`src/rtl/mul_div_unit.sv`:
```
`default_nettype none
// ============================================================================
// mul_div_unit : iterative signed/unsigned multiply/divide with HI/LO registers
// Revision     : 1.0
// ============================================================================
module mul_div_unit #(
   parameter int WIDTH = 32,
   parameter int CNT_W = $clog2(WIDTH) + 1
) (
   input  logic             i_clk,
   input  logic             i_rst_n,
   input  logic             i_start,
   input  logic             i_cancel,
   input  logic [2:0]       i_op,
   input  logic [WIDTH-1:0] i_data_1,
   input  logic [WIDTH-1:0] i_data_2,
   output logic [WIDTH-1:0] o_hi,
   output logic [WIDTH-1:0] o_lo,
   output logic             o_busy,
   output logic             o_done,
   output logic             o_div_by_zero
);

   localparam logic [2:0] c_op_mult  = 3'b000;
   localparam logic [2:0] c_op_multu = 3'b001;
   localparam logic [2:0] c_op_div   = 3'b010;
   localparam logic [2:0] c_op_divu  = 3'b011;
   localparam logic [2:0] c_op_mthi  = 3'b100;
   localparam logic [2:0] c_op_mtlo  = 3'b101;

   typedef enum logic [1:0] {
      S_IDLE = 2'd0,
      S_CALC = 2'd1,
      S_FIX  = 2'd2
   } state_t;

   state_t               r_state;
   state_t               w_state_next;
   logic [CNT_W-1:0]     r_cnt;
   logic [2*WIDTH-1:0]   r_acc;
   logic [WIDTH-1:0]     r_rem;
   logic [WIDTH-1:0]     r_opnd;
   logic                 r_is_div;
   logic                 r_neg_res;
   logic                 r_neg_rem;
   logic [WIDTH-1:0]     r_hi;
   logic [WIDTH-1:0]     r_lo;
   logic                 r_done;
   logic                 r_dbz;

   logic                 w_req;
   logic                 w_is_mul;
   logic                 w_is_div;
   logic                 w_signed;
   logic                 w_div_zero;
   logic                 w_accept;
   logic                 w_neg_1;
   logic                 w_neg_2;
   logic [WIDTH-1:0]     w_mag_1;
   logic [WIDTH-1:0]     w_mag_2;
   logic [WIDTH:0]       w_mul_sum;
   logic [WIDTH:0]       w_rem_shift;
   logic [WIDTH:0]       w_rem_diff;
   logic                 w_rem_ge;
   logic [2*WIDTH-1:0]   w_prod_fix;
   logic [WIDTH-1:0]     w_quo_fix;
   logic [WIDTH-1:0]     w_rem_fix;

   assign w_req      = i_start && !i_cancel && (r_state == S_IDLE);
   assign w_is_mul   = (i_op == c_op_mult) || (i_op == c_op_multu);
   assign w_is_div   = (i_op == c_op_div)  || (i_op == c_op_divu);
   assign w_signed   = !i_op[0];
   assign w_div_zero = w_is_div && (i_data_2 == '0);
   assign w_accept   = w_req && (w_is_mul || (w_is_div && !w_div_zero));

   assign w_neg_1 = w_signed && i_data_1[WIDTH-1];
   assign w_neg_2 = w_signed && i_data_2[WIDTH-1];
   assign w_mag_1 = w_neg_1 ? -i_data_1 : i_data_1;
   assign w_mag_2 = w_neg_2 ? -i_data_2 : i_data_2;

   // Shift-add step: conditionally add multiplicand into the upper half, then shift right.
   assign w_mul_sum = {1'b0, r_acc[2*WIDTH-1:WIDTH]} + (r_acc[0] ? {1'b0, r_opnd} : '0);

   // Restoring step: the shifted remainder is below twice the divisor, so the
   // top bit of the difference is a valid sign for the trial subtraction.
   assign w_rem_shift = {r_rem, r_acc[WIDTH-1]};
   assign w_rem_diff  = w_rem_shift - {1'b0, r_opnd};
   assign w_rem_ge    = !w_rem_diff[WIDTH];

   assign w_prod_fix = r_neg_res ? -r_acc : r_acc;
   assign w_quo_fix  = r_neg_res ? -r_acc[WIDTH-1:0] : r_acc[WIDTH-1:0];
   assign w_rem_fix  = r_neg_rem ? -r_rem : r_rem;

   always_ff @(posedge i_clk or negedge i_rst_n) begin
      if (!i_rst_n) begin
         r_state <= S_IDLE;
      end else begin
         r_state <= w_state_next;
      end
   end

   always_comb begin
      w_state_next = r_state;
      case (r_state)
         S_IDLE: begin
            if (w_accept) begin
               w_state_next = S_CALC;
            end
         end
         S_CALC: begin
            if (i_cancel) begin
               w_state_next = S_IDLE;
            end else if (r_cnt == CNT_W'(1)) begin
               w_state_next = S_FIX;
            end
         end
         S_FIX:   w_state_next = S_IDLE;
         default: w_state_next = S_IDLE;
      endcase
   end

   always_ff @(posedge i_clk or negedge i_rst_n) begin
      if (!i_rst_n) begin
         r_cnt     <= '0;
         r_acc     <= '0;
         r_rem     <= '0;
         r_opnd    <= '0;
         r_is_div  <= 1'b0;
         r_neg_res <= 1'b0;
         r_neg_rem <= 1'b0;
         r_hi      <= '0;
         r_lo      <= '0;
         r_done    <= 1'b0;
         r_dbz     <= 1'b0;
      end else begin
         r_done <= 1'b0;
         r_dbz  <= 1'b0;
         case (r_state)
            S_IDLE: begin
               if (w_accept) begin
                  r_cnt     <= CNT_W'(WIDTH);
                  r_rem     <= '0;
                  r_is_div  <= w_is_div;
                  r_neg_res <= w_neg_1 ^ w_neg_2;
                  r_neg_rem <= w_neg_1;
                  r_opnd    <= w_is_div ? w_mag_2 : w_mag_1;
                  r_acc     <= {{WIDTH{1'b0}}, (w_is_div ? w_mag_1 : w_mag_2)};
               end else if (w_req && w_div_zero) begin
                  r_hi   <= i_data_1;
                  r_lo   <= '1;
                  r_done <= 1'b1;
                  r_dbz  <= 1'b1;
               end else if (w_req && (i_op == c_op_mthi)) begin
                  r_hi <= i_data_1;
               end else if (w_req && (i_op == c_op_mtlo)) begin
                  r_lo <= i_data_1;
               end
            end
            S_CALC: begin
               if (!i_cancel) begin
                  r_cnt <= r_cnt - CNT_W'(1);
                  if (r_is_div) begin
                     r_rem            <= w_rem_ge ? w_rem_diff[WIDTH-1:0] : w_rem_shift[WIDTH-1:0];
                     r_acc[WIDTH-1:0] <= {r_acc[WIDTH-2:0], w_rem_ge};
                  end else begin
                     r_acc <= {w_mul_sum, r_acc[WIDTH-1:1]};
                  end
               end
            end
            S_FIX: begin
               if (!i_cancel) begin
                  r_done <= 1'b1;
                  if (r_is_div) begin
                     r_hi <= w_rem_fix;
                     r_lo <= w_quo_fix;
                  end else begin
                     r_hi <= w_prod_fix[2*WIDTH-1:WIDTH];
                     r_lo <= w_prod_fix[WIDTH-1:0];
                  end
               end
            end
            default: begin
               r_done <= 1'b0;
            end
         endcase
      end
   end

   assign o_hi          = r_hi;
   assign o_lo          = r_lo;
   assign o_busy        = (r_state != S_IDLE);
   assign o_done        = r_done;
   assign o_div_by_zero = r_dbz;

endmodule
`default_nettype wire
```
`config.mk`:
```
export PLATFORM = sky130hd
export DESIGN_NAME = mul_div_unit
export DESIGN_NICKNAME = d
export VERILOG_FILES = /design/src/rtl/mul_div_unit.sv
export SDC_FILE = /design/constraint.sdc
export NUM_CORES = 1
export LEC_CHECK = 0
export BUFFER_PORTS_ARGS = -buffer_cell sky130_fd_sc_hd__clkbuf_2
export CAP_MARGIN = 25
export CORE_MARGIN = 2
export CORE_UTILIZATION = 49
export CTS_CLUSTER_DIAMETER = 120
export DETAILED_ROUTE_END_ITERATION = 7
export PLACE_DENSITY = 0.66
export SYNTH_ARGS = -nofsm -noshare
export SYNTH_HDL_FRONTEND = slang
export SYNTH_SLANG_ARGS = --single-unit
```
`constraint.sdc`:
```
create_clock -name i_clk -period 5.17 [get_ports i_clk]
set_input_delay 0 -clock i_clk [delete_from_list [all_inputs] [get_ports i_clk]]
set_output_delay 0 -clock i_clk [all_outputs]
set_load 0.02 [all_outputs]
```
==> reports/summary.txt <==
run status -> completed
Buf+Inv Stages, Crit Path -> 2
worst-margin pin slew -> 962 ps
ranking of synthesized cells by area -> dfrtp_1 (31%), o21ai_0 (6.6%), xor2_1 (6.1%), nand2_1 (6.0%), ha_1 (5.2%)
PwrDens -> 397 nW/um^2
number of CTS-inserted buffers -> 26
non-filler cells, final -> 2726
number of synthesized flops with an enable pin -> 0
share of layout cells above drive strength 1 -> 0.114
VDD IR-drop max -> 0.254 mV
Setup Viol. Count Final -> 0
standard-cell rows -> 67
setup tns final -> 0 ps
overall power -> 7640 uW
Synth Flop Type -> dfrtp_1
area of the multi-input gates -> 10900 um^2
initial core utilization -> 0.498
Slowest-stage cell, CP -> nand3_1
top cell type's share of synthesized area -> 0.307
Ports -> 138
nets@finish -> 2402
clock root buffer -> clkbuf_16
Post-route DRC -> 0
r2r worst-path depth -> 13
Clock Tree Buf Depth -> 3
CP max FO -> 18
Routed Wire Length -> 60.6 mm
ANT nets after route -> 0
final worst-path cycle share -> 0.737
H-Tree Depth -> 1
Reg area -> 5130 um^2
initial antenna violation count -> 0
area of the core -> 33500 um^2
CP Class -> reg2reg
RSZ-0062 raised after global routing -> false
DRT iter0 DRCs -> 2146
Gate Count Post-Synth -> 2134
post-synthesis net count -> 2277
Design Area, Final -> 19200 um^2
# hold bufs at CTS -> 59
fin crit period -> 3810 ps
postcts setup bufs -> 0
first-pass GRT wire length -> 92.3 mm
drt pass-1 iters -> 8
worst-skew pair later-pin latency -> 550 ps
filler cell count -> 3180
vias per cell -> 6.24
Fmax achieved -> 262 MHz
final hold vios -> 0
stages on the worst setup path -> 13
max incr delay on CP -> 460 ps
CTS tree -> done
Tot GR Track Use -> 0.335
number of global-route vias before repair -> 15200
Placed Cells -> 2618
post-synth top area cell -> dfrtp_1
Setup crit end kind -> flip-flop
CP top delay family -> simple AND/OR/NAND/NOR gates
cell leakage power -> 0.00855 uW
Syn Area/Cell -> 7.82 um^2
Detail Placement HPWL -> 46.2 mm
Critical Path RT -> 5660 ps
Die W -> 189 um
post-synthesis async set-or-reset flop share -> 1.00
relative slew slack -> 0.358
Cell Chain, Critical Path -> inv_1, ha_1, fa_1, nand2b_1, a21oi_1, o21ba_2, o21ai_0, nor4b_1, nor3_1, nand3_1, buf_4, nor3_1, a221o_1
IO buf count -> 137
max_cap viols -> 0
cell mode on critical path -> nor3_1
dpl cell area -> 17700 um^2
GPL Wtd Cong -> 0.963
register area share after synthesis -> 0.307
pin count of the biggest net entering global routing -> 96
distinct cell type count after synthesis -> 80
Syn-to-layout area delta -> 15.2%
Final Max Slew Viols -> 0
startpoint types -> flip-flop
FF+latch count, synth -> 205
# diodes -> 0
Chip Height -> 189 um
worst clock skew -> 12.5 ps
cell area after synthesis -> 16700 um^2
gr ovfl total -> 0
worst hold path class -> in2async
routed wire length per instance -> 22.2 um
Die Area -> 35600 um^2
warnings from Yosys -> 0
Sink Count -> 205
WP data arrival -> 4300 ps
cts repair resizes -> 0
DR vias -> 17000
CTS clk-pin slew, worst paths -> 60 ps
[synthesized netlist by cell type, drive strengths merged (22+ instances only)]
| master | instances |
|---|---|
| nand2 | 266 |
| o21ai | 228 |
| nor2 | 218 |
| dfrtp | 205 |
| a21oi | 147 |
| xor2 | 116 |
| clkbuf | 109 |
| xnor2 | 84 |
| inv | 74 |
| ha | 70 |
| nand3 | 44 |
| o31ai | 42 |
| nor3 | 39 |
| mux2i | 35 |
| a22oi | 33 |
| or4 | 33 |
| a31oi | 30 |
| o211ai | 25 |
| a211oi | 24 |
| a21o | 22 |
| or3 | 22 |
[layer usage]
metal | GRT usage | routed length, um | part of all wire
met5 | 0 | 0 | 0
met4 | 0.128 | 2680 | 0.044
met3 | 0.0618 | 6540 | 0.11
met2 | 0.461 | 23900 | 0.40
met1 | 0.515 | 27400 | 0.45
[sequential cells by signal, indices dropped and copies added, names as in the netlist]
name and flops:
r_neg_rem 1, r_cnt 6, o_div_by_zero 1, r_opnd 32, r_rem 32, o_lo 32
r_neg_res 1, r_state 2, r_is_div 1, o_done 1, r_acc 64, o_hi 32
[cells in the final DEF, fill, tap and decap left out, types with 29 or more instances in the layout]
master         count
dfrtp_1          203
a22oi_1           33
o31ai_1           41
or4_1             32
a31oi_1           29
o21ai_0          221
dlygate4sd3_1     59
xnor2_1           84
xor2_1           116
ha_1              70
inv_1             74
nand2_1          266
a21oi_1          147
nand3_1           42
clkbuf_2         136
nor2_1           217
mux2i_1           35
nor3_1            38
[per-stage QoR]
step / setup slack [ps] / hold WS [ps] / utilization
2_1_floorplan: 1970 / -296 / -
3_3_place_gp: 1520 / 130 / 0.528
3_5_place_dp: 1430 / 132 / 0.528
4_1_cts: 1420 / 5.99 / 0.572
5_1_grt: 1070 / 71.3 / 0.573
6_report: 1360 / 28.8 / 0.573
[worst paths after layout]
check                            startpoint         to  slack [ps]
min in group i_clk              i_data_2[2]  r_opnd[2]          30
worst max register to register    r_acc[31]  r_rem[30]        1360
worst min register to register     o_lo[11]   o_lo[11]         470
worst min-delay path                i_rst_n  r_acc[62]          30
max in group asynchronous           i_rst_n   o_hi[28]        3640
worst max-delay path              r_acc[31]  r_rem[30]        1360
[cell type report]
| cell class | count | share of cell area |
|---|---|---|
| Multi-Input combinational cell | 1728 | 0.565 |
| Clock inverter | 14 | 0.0100 |
| Sequential cell | 205 | 0.267 |
| Tap cell | 448 | 0.0292 |
| Timing Repair Buffer | 224 | 0.0783 |
| Clock buffer | 33 | 0.0363 |
| Inverter | 74 | 0.0145 |
[kinds of logic after synthesis]
logic type	synth area share
AO/OA/AOI/OAI	0.247
XOR/XNOR	0.105
adder cells (fa/ha/maj)	0.0549
buffers and inverters	0.0466
flip-flops	0.307
multiplexers	0.0304
AND/OR/NAND/NOR	0.209
[power by group]
part | total [uW] | switching [uW] | internal, uW
Clock | 1920 | 768 | 1150
Sequential | 2580 | 547 | 2040
Combinational | 3130 | 1970 | 1160
No activity file was read; power rests on OpenSTA's default activity.
